### src/rtl/relu_layer_seq.sv
// rtl/relu_layer_seq.sv - streams one layer of accumulator words through the shared ReLU into the activation buffer
// Arg-max tracking of the written activations is built only when ARGMAX_EN is defined.
module relu_layer_seq #(
  parameter int DATA_W = 16,
  parameter int ADDR_W = 10
) (
  input  logic              clk_i,
  input  logic              rst_i,
  input  logic              start_i,
  input  logic [ADDR_W-1:0] num_neurons_i,
  output logic              busy_o,
  output logic              done_o,
  output logic              rd_en_o,
  output logic [ADDR_W-1:0] rd_addr_o,
  input  logic [DATA_W-1:0] rd_data_i,
  output logic [DATA_W-1:0] relu_din_o,
  input  logic [DATA_W-1:0] relu_dout_i,
  output logic              wr_en_o,
  output logic [ADDR_W-1:0] wr_addr_o,
  output logic [DATA_W-1:0] wr_data_o,
  input  logic              wr_ready_i,
  output logic [ADDR_W-1:0] max_idx_o,
  output logic [DATA_W-1:0] max_val_o
);

  typedef enum logic [1:0] {
    S_IDLE,
    S_RUN,
    S_DONE
  } state_t;

  state_t            state_q, state_d;
  logic [ADDR_W-1:0] n_q, n_d;
  logic [ADDR_W-1:0] rc_q, rc_d;
  logic [ADDR_W-1:0] wc_q, wc_d;
  logic              rv_q, rv_d;
  logic              skid_full_q, skid_full_d;
  logic [DATA_W-1:0] skid_data_q, skid_data_d;
  logic              wr_en_q, wr_en_d;
  logic [ADDR_W-1:0] wr_addr_q, wr_addr_d;
  logic [DATA_W-1:0] wr_data_q, wr_data_d;

  logic              start_acc;
  logic              stall;
  logic              fire;
  logic              last_fire;
  logic              rd_en;
  logic              in_valid;
  logic [DATA_W-1:0] relu_din;

  assign start_acc = (state_q == S_IDLE) && start_i;
  assign stall     = wr_en_q && !wr_ready_i;
  assign fire      = wr_en_q && wr_ready_i;
  assign last_fire = fire && (wr_addr_q == n_q - ADDR_W'(1));
  assign in_valid  = skid_full_q || rv_q;

  // A full skid entry always drains in any non-stalled cycle, so a read issued
  // then cannot collide with it; stall alone is enough to hold off reads.
  assign rd_en = (state_q == S_RUN) && (rc_q < n_q) && !stall;

  always_comb begin
    relu_din = '0;
    if (skid_full_q) begin
      relu_din = skid_data_q;
    end else if (rv_q) begin
      relu_din = rd_data_i;
    end
  end

  always_comb begin
    state_d     = state_q;
    n_d         = n_q;
    rc_d        = rc_q;
    wc_d        = wc_q;
    rv_d        = rd_en;
    skid_full_d = skid_full_q;
    skid_data_d = skid_data_q;
    wr_en_d     = wr_en_q;
    wr_addr_d   = wr_addr_q;
    wr_data_d   = wr_data_q;

    case (state_q)
      S_IDLE: begin
        if (start_i) begin
          n_d     = num_neurons_i;
          rc_d    = '0;
          wc_d    = '0;
          state_d = (num_neurons_i == '0) ? S_DONE : S_RUN;
        end
      end
      S_RUN: begin
        if (rd_en) begin
          rc_d = rc_q + ADDR_W'(1);
        end
        if (last_fire) begin
          state_d = S_DONE;
        end
      end
      S_DONE: state_d = S_IDLE;
      default: state_d = S_IDLE;
    endcase

    if (!stall) begin
      wr_en_d = in_valid;
      if (in_valid) begin
        wr_data_d   = relu_dout_i;
        wr_addr_d   = wc_q;
        wc_d        = wc_q + ADDR_W'(1);
        skid_full_d = 1'b0;
      end
    end else if (rv_q) begin
      skid_full_d = 1'b1;
      skid_data_d = relu_dout_i;
    end
  end

  always_ff @(posedge clk_i or posedge rst_i) begin
    if (rst_i) begin
      state_q     <= S_IDLE;
      n_q         <= '0;
      rc_q        <= '0;
      wc_q        <= '0;
      rv_q        <= 1'b0;
      skid_full_q <= 1'b0;
      skid_data_q <= '0;
      wr_en_q     <= 1'b0;
      wr_addr_q   <= '0;
      wr_data_q   <= '0;
    end else begin
      state_q     <= state_d;
      n_q         <= n_d;
      rc_q        <= rc_d;
      wc_q        <= wc_d;
      rv_q        <= rv_d;
      skid_full_q <= skid_full_d;
      skid_data_q <= skid_data_d;
      wr_en_q     <= wr_en_d;
      wr_addr_q   <= wr_addr_d;
      wr_data_q   <= wr_data_d;
    end
  end

`ifdef ARGMAX_EN
  logic [ADDR_W-1:0] max_idx_q;
  logic [DATA_W-1:0] max_val_q;

  // Strict compare keeps the lowest index on ties.
  always_ff @(posedge clk_i or posedge rst_i) begin
    if (rst_i) begin
      max_idx_q <= '0;
      max_val_q <= '0;
    end else if (start_acc) begin
      max_idx_q <= '0;
      max_val_q <= '0;
    end else if (fire && ($signed(wr_data_q) > $signed(max_val_q))) begin
      max_idx_q <= wr_addr_q;
      max_val_q <= wr_data_q;
    end
  end

  assign max_idx_o = max_idx_q;
  assign max_val_o = max_val_q;
`else
  assign max_idx_o = '0;
  assign max_val_o = '0;
`endif

  assign busy_o     = (state_q != S_IDLE);
  assign done_o     = (state_q == S_DONE);
  assign rd_en_o    = rd_en;
  assign rd_addr_o  = rc_q;
  assign relu_din_o = relu_din;
  assign wr_en_o    = wr_en_q;
  assign wr_addr_o  = wr_addr_q;
  assign wr_data_o  = wr_data_q;

endmodule

### config.mk
export PLATFORM = sky130hd
export DESIGN_NAME = relu_layer_seq
export DESIGN_NICKNAME = d
export VERILOG_FILES = /design/src/rtl/relu_layer_seq.sv
export SDC_FILE = /design/constraint.sdc
export NUM_CORES = 1
export LEC_CHECK = 0
export CORE_MARGIN = 2
export CORE_UTILIZATION = 25
export DETAILED_ROUTE_END_ITERATION = 10
export GPL_ROUTABILITY_DRIVEN = 0
export PLACE_DENSITY_LB_ADDON = 0.2
export SLEW_MARGIN = 40
export SYNTH_ARGS = -nofsm -noshare
export SYNTH_HDL_FRONTEND = slang
export SYNTH_SLANG_ARGS = --single-unit
### constraint.sdc
create_clock -name clk_i -period 2.85 [get_ports clk_i]
set_input_delay 0.57 -clock clk_i [delete_from_list [all_inputs] [get_ports clk_i]]
set_output_delay 0.57 -clock clk_i [all_outputs]
set_load 0.01 [all_outputs]
==> metrics.md, run 1 <==
| Metric | Value |
|---|---|
| Post-route DRC | `0` |
| Power density cells | `669.1 nW/um2` |
| Die width | `130.0 um` |
| Tcrit/Tclk final | `0.9467` |
| Antenna-violating nets left | `0` |
| Setup Viol. Count Final | `0` |
| Reg clk slew, reported paths | `0.06 ns` |
| # H-tree levels | `3` |
| Clock latency on the worst-skew pair | `about 0.34 ns` |
| Mapped Avg Cell Area | `9.319 um2` |
| DR WL/cell | `14.33 um` |
| GRT overflow | `0` |
| Peak VDD IR | `308.1 uV` |
| Core Box Area | `15710 um2` |
| Outcome | `completed` |
| Io pins | `128` |
| Fin. Hold Viols | `0` |
| Seq/Total Area, Yosys | `0.4853` |
| Cell taking the most area after synthesis | `dfrtp_1` |
| Most area-consuming cells after synthesis | `dfrtp_1 49%, nand2_1 11%, buf_4 4.9%` |
| First-pass iteration count of the detailed router | `4` |
| Starting Density | `0.2527` |
| Startpoint type of the worst setup path | `register` |
| Slew @ Worst Pin | `0.6060 ns` |
| Vias in the first global route | `3305` |
| Max-Slew Margin vs Limit | `0.5959` |
| Drt total wl | `10890 um` |
| Asr flop ratio synth | `1.000` |
| Final total power | `about 3.7 mW` |
| Clk_skew | `0.01146 ns` |
| Critical path data required time | `2.28 ns` |
| CTS max path bufs | `2` |
| TritonCTS buffer count | `9` |
| First-pass GRT wire length | `17060 um` |
| Diode count | `0` |
| Initial antenna violation count | `0` |
| Post-synth EDFFs | `0` |
| Final worst slack | `0.1518 ns` |
| Worst Path Class, Setup | `register to output pin` |
| Fmax | `370.6 MHz` |
| Detailed router's first-iteration violation count | `approximately 170` |
| Largest net degree at the start of global routing | `34` |
| Arrival time worst endpoint | `2.13 ns` |
| Die Y | `130.0 um` |
| Max Cap Viol | `0` |
| Most frequent cells after synthesis | `112 x nand2_1, 77 x dfrtp_1, 26 x buf_4, 26 x o21ai_0, 19 x nor2_1` |
| Ys flop type | `dfrtp_1` |
| Total GRT Usage | `0.1320` |
| Clock sinks | `77` |
| Min Clock Period, post-route | `2.698 ns` |
| Nets@finish | `598` |
| DP Worst Slack | `-0.003850 ns` |
| Register bit total from synthesis | `77` |
| Number of port buffers | `approximately 100` |
| Share of cells above drive strength 1 | `0.1066` |
| Post-layout util | `0.3563` |
| Total die area | `16900 um2` |
| TritonCTS clock tree | `done` |
| Clk root buf | `clkbuf_16` |
| Hold-fix buffers, CTS | `0` |
| Cell with the most instances after synthesis | `nand2_1` |
| LEAKAGE | `2.567 nW` |
| Netlist cell types | `roughly 40` |
| Fin. max-slew vios | `0` |
| Synthesis-to-finish area growth | `41.03%` |
| Reg2Reg Depth | `8` |
| Largest fanout on the critical path | `4` |
| # rows | `46` |
| Yosys warns | `0` |
| Post-DP HPWL | `between 7000 and 8000 um` |
| Vias/cell | `4.420` |
| Hold path depth | `2` |
| Hold Crit Class | `register to register` |
| Setup crit end kind | `output pin` |
| Mapped Cells | `426` |
| Final setup TNS | `0 ns` |
| Final hold slack | `0.4816 ns` |
| Synth top area share | `0.4853` |
| Synthesized cell area | `3970 um2` |
| Via count | `3359` |
[cell families (layout without fill, tap and decap cells)]
group | count (synthesis) | count (layout) | synth area share
xor+xnor | 11 | 11 | 0.02427
buf+inv | 56 | 149 | 0.07753
other cells | 1 | 26 | 0.0009446
fa+ha+maj | 12 | 12 | 0.03782
mux | 24 | 24 | 0.06555
compound gates | 67 | 67 | 0.1109
simple gates | 178 | 178 | 0.1976
flops | 77 | 77 | 0.4853
[repair_timing]
item,in CTS,in global routing
endpoints found under the setup margin,1,1
setup buffers,1,0
gates resized for setup,4,2
cloned,0,0
pin swaps,1,0
[through the flow]
| stage | area [um2] | cells |
|---|---|---|
| floorplan | 4064 | 451 |
| global placement | 5244 | 744 |
| detailed placement | 5244 | 744 |
| CTS | 5589 | 760 |
| global route | 5599 | 760 |
| finish | 5599 | 760 |
[worst max-delay path: stages (launching register included)]
cell and delay (ns):
dfrtp_1 0.41, inv_1 0.07, ha_1 0.31, a2111oi_2 0.37
o21ai_2 0.13, a21oi_2 0.21, dlygate4sd2_1 0.29
[flip-flops by register name, summed over array words and instances, names as in the netlist]
signal,flops
rv_q,1
wc_q,10
wr_data_o,16
state_q,2
wr_en_o,1
wr_addr_o,10
skid_data_q,16
rd_addr_o,10
n_q,10
skid_full_q,1
[cell type report]
cell class	instances	area, um2
Tap cell	216	270.3
Fill cell	1583	10110
Clock buffer	12	266.5
Inverter	14	53.80
Sequential cell	77	1927
Multi-Input combinational cell	318	1849
Timing Repair Buffer	120	1165
Clock inverter	3	67.56
[power breakdown]
part,switching (mW),internal (mW),total [mW]
sequential,0.170,1.28,1.45
combinational,0.465,0.549,1.01
clock,0.448,0.834,1.28
[metal layers]
| layer | routed length, um | track usage | up-vias |
|---|---|---|---|
| met4 | 98 | 0.03226 | 0 |
| met5 | 0 | 0 | - |
| met1 | 4906 | 0.1682 | 1608 |
| li1 | - | - | 1622 |
| met3 | 987 | 0.05904 | 6 |
| met2 | 4900 | 0.2057 | 123 |
[cells in the final DEF (no fill, tap or decap), types with 3 or more instances in the layout]
cell / synthesis / layout
conb_1: 1 / 26
clkbuf_8: 0 / 3
nand3_1: 10 / 10
mux2i_1: 8 / 8
a21oi_1: 9 / 8
and3_1: 3 / 3
buf_4: 26 / 18
xnor2_1: 7 / 7
clkdlybuf4s50_1: 0 / 100
a22o_1: 17 / 17
nand2_1: 112 / 112
nor2_1: 19 / 18
mux2_2: 16 / 16
dfrtp_1: 77 / 77
nor2b_1: 3 / 3
nand4_1: 6 / 6
nand2b_1: 8 / 8
nor3_1: 5 / 5
ha_1: 12 / 12
clkbuf_16: 0 / 9
inv_1: 14 / 13
o21ai_0: 26 / 25
xor2_1: 4 / 4
[path summary, 6_finish.rpt]
check	endpoint	startpoint	slack (ns)
max	rd_en_o	n_q[3]$_DFFE_PP0P_	0.15
min	wr_data_o[5]$_DFFE_PP0P_	wr_data_o[5]$_DFFE_PP0P_	0.48
max in group asynchronous	wr_addr_o[0]$_DFFE_PP0P_	rst_i	1.58
min reg2reg	wr_data_o[5]$_DFFE_PP0P_	wr_data_o[5]$_DFFE_PP0P_	0.48
min in group asynchronous	wr_data_o[4]$_DFFE_PP0P_	rst_i	0.59
max reg2reg	state_q[1]$_DFFE_PP0P_	n_q[0]$_DFFE_PP0P_	0.29
(Power assumes the default switching activity.)
==> run 2, diff against run 1 <==
--- a/config.mk
+++ b/config.mk
@@ -7,6 +7,7 @@
 export LEC_CHECK = 0
 export CORE_MARGIN = 2
 export CORE_UTILIZATION = 25
+export CTS_CLUSTER_DIAMETER = 100
 export DETAILED_ROUTE_END_ITERATION = 10
 export GPL_ROUTABILITY_DRIVEN = 0
 export PLACE_DENSITY_LB_ADDON = 0.2
==> results of run 2 <==
Final layout, timing and power as in run 1 (identical DEF).
==> run 3, diff against run 2 <==
--- a/config.mk
+++ b/config.mk
@@ -5,7 +5,7 @@
 export SDC_FILE = /design/constraint.sdc
 export NUM_CORES = 1
 export LEC_CHECK = 0
-export CORE_MARGIN = 2
+export CORE_MARGIN = 10
 export CORE_UTILIZATION = 25
 export CTS_CLUSTER_DIAMETER = 100
 export DETAILED_ROUTE_END_ITERATION = 10
==> run 3 against run 2 <==
Compared with the run above:
- largest power group unchanged
- combinational power hardly changed
- fmax is 1.5% lower
- clock power decreased by 6%
- largest cell class unchanged
- global-route usage fell by 2.1 points
==> metrics.md, run 3 (synthesis gave the netlist of run 1 again) <==
| Metric | Value |
|---|---|
| Clock latency on the worst-skew pair | `0.34 ns (about the same)` |
| Final setup TNS | `0 ns (unchanged)` |
| WHS Endpoint | `wr_data_o[0]$_DFFE_PP0P_` |
| LEAKAGE | `2.552 nW (-0.57%)` |
| Total GRT Usage | `0.1113 (-0.02065)` |
| TritonCTS buffer count | `9 (unchanged)` |
| Power density cells | `655.8 nW/um2 (-2.0%)` |
| Critical R2R Launch | `n_q[0]$_DFFE_PP0P_` |
| Worst Min Path Start | `wr_data_o[0]$_DFFE_PP0P_` |
| Clk root buf | `clkbuf_16` |
| Vias/cell | `4.353 (-1.5%)` |
| First-pass iteration count of the detailed router | `4 (unchanged)` |
| Worst reg2reg endpoint | `state_q[1]$_DFFE_PP0P_` |
| Post-CTS Setup Inserts | `0 (-1)` |
| Crit path largest cell delay | `0.40 ns (about the same)` |
| Tcrit/Tclk final | `0.9616 (+0.01489)` |
| Reg2Reg Depth | `8 (unchanged)` |
| TritonCTS clock tree | `done` |
| Leading cell type in the layout, fill and taps excluded | `nand2_1` |
| Largest net degree at the start of global routing | `78 (+130%)` |
| Arrival time worst endpoint | `2.17 ns (+0.04 ns)` |
| Setup crit end kind | `output pin` |
| DP Worst Slack | `0.06535 ns (+0.06920 ns)` |
| Final total power | `3.644 mW (-2.7%)` |
| Initial antenna violation count | `0 (unchanged)` |
| Fin. max-slew vios | `0 (unchanged)` |
| Detailed router's first-iteration violation count | `149 (-14%)` |
| Clk_skew | `0.007633 ns (-0.003830 ns)` |
| Post-DP HPWL | `8713 um (+9.5%)` |
| Crit-path cells | `inv_1 > ha_1 > a2111oi_0 > o21ai_1 > a21oi_2 > dlygate4sd2_1` |
| Post-route DRC | `0 (unchanged)` |
| Final worst slack | `0.1094 ns (-0.04245 ns)` |
| Most frequent cells in the layout | `112 x nand2_1, 100 x clkdlybuf4s50_1, 77 x dfrtp_1, 26 x conb_1, 25 x o21ai_0` |
| Nets@finish | `597 (-0.17%)` |
| GR peak layer | `met2` |
| Largest fanout on the critical path | `4 (unchanged)` |
| Startpoint type of the worst setup path | `register` |
| # H-tree levels | `3 (unchanged)` |
| Slowest CP cell | `dfrtp_1` |
| Critical path data required time | `2.28 ns (about the same)` |
| Max Cap Viol | `0 (unchanged)` |
| Fin. Hold Viols | `0 (unchanged)` |
| Total die area | `21320 um2 (+26%)` |
| Via count | `3308 (-1.5%)` |
| Starting Density | `0.2527 (unchanged)` |
| Slew @ Worst Pin | `0.5214 ns (-0.08458 ns)` |
| Met3 global-route usage | `0.06397 (+0.004927)` |
| Buffer and inverter count on the worst path | `2 (unchanged)` |
| Min Clock Period, post-route | `2.741 ns (+0.04245 ns)` |
| First-pass GRT wire length | `19240 um (+13%)` |
| Reg clk slew, reported paths | `0.06 ns (about the same)` |
| Antenna-violating nets left | `0 (unchanged)` |
| Worst Path Class, Setup | `register to output pin` |
| Setup Viol. Count Final | `0 (unchanged)` |
| # rows | `46 (unchanged)` |
| Met1 GRT Util | `0.1392 (-0.02901)` |
| Max-Slew Margin vs Limit | `0.6524 (+0.05644)` |
| Fmax | `364.9 MHz (-1.5%)` |
| Outcome | `completed` |
| Drt total wl | `11760 um (+8.0%)` |
| Reg2Reg Setup Slack | `0.42 ns (+0.13 ns)` |
| Die width | `146.0 um (+12%)` |
| Die Y | `146.0 um (+12%)` |
| RSZ-0062 raised after global routing | `no` |
| CTS max path bufs | `2 (unchanged)` |
| Hold Crit Class | `register to register` |
| Share of cells above drive strength 1 | `0.1029 (-0.003676)` |
| DR WL/cell | `15.48 um (+8.0%)` |
| M2 GR Usage | `0.1636 (-0.04211)` |
| Peak VDD IR | `306.5 uV (-0.51%)` |
| Number of port buffers | `101 (unchanged)` |
| Vias in the first global route | `3508 (+6.1%)` |
| Clock sinks | `77 (unchanged)` |
| GRT overflow | `0 (unchanged)` |
| CP delay by family, top | `compound AO/OA/AOI/OAI gates` |
| Core Box Area | `15710 um2 (unchanged)` |
| Diode count | `0 (unchanged)` |
| Hold path depth | `2 (unchanged)` |
| Hold-fix buffers, CTS | `0 (unchanged)` |
| Io pins | `128 (unchanged)` |
| Synthesis-to-finish area growth | `39.96%` |
-- run 3: layout make-up --
cell class                 count  area [um2]
timing repair buffer         119        1157
fill                        1620       10160
clock inverter                 5       57.56
clock buffer                  11       252.7
multi-input combinational    318        1839
tap                          216       270.3
inverter                      14       52.55
sequential                    77        1927
-- run 3: metrics by stage --
| stage | hold WS, ns | cell area, um2 | utilization | std cells |
|---|---|---|---|---|
| after floorplan | 0.4551 | 4064 | - | 451 |
| after global placement | 0.4579 | 5244 | 0.3337 | 744 |
| after detailed placement | 0.4640 | 5244 | 0.3337 | 744 |
| after CTS | 0.4778 | 5553 | 0.3534 | 760 |
| after global routing | 0.5008 | 5557 | 0.3536 | 760 |
| final | 0.4689 | 5557 | 0.3536 | 760 |
-- run 3: worst max path at each step --
stage	end	slack [ns]	depth (start not counted)	startpoint
floorplan	n_q[0]$_DFFE_PP0P_	0.31	1	rst_i
global placement	rd_en_o	0.03	6	wr_ready_i
detailed placement	rd_en_o	0.07	6	wr_ready_i
CTS	rd_en_o	0.10	6	n_q[3]$_DFFE_PP0P_
global route	rd_en_o	0.05	6	n_q[3]$_DFFE_PP0P_
finish	rd_en_o	0.11	6	n_q[3]$_DFFE_PP0P_
-- run 3: timing repair --
action                                  4_1_cts  5_1_grt
hold endpoints to repair                      0        0
gates resized for setup                       2        1
pin swaps                                     0        0
endpoints found under the setup margin        1        1
-- run 3: report_power, final --
part / switching (mW) / total (mW) / internal (mW)
Sequential: 0.175 / 1.45 / 1.28
Combinational: 0.456 / 0.994 / 0.538
Clock: 0.469 / 1.20 / 0.728
-- run 3: routing by layer --
layer / wire length, um / share of wire / vias to the layer above
met5: 0 / 0 / -
met4: 93 / 0.0079 / 0
met3: 1239 / 0.11 / 7
met2: 5065 / 0.43 / 104
met1: 5366 / 0.46 / 1572
li1: - / - / 1625
-- run 3: worst min-delay path, cell delays in order, from the launching register on --
cell	delay, ns
dfrtp_1	0.34
nand2_1	0.05
nand2_1	0.05
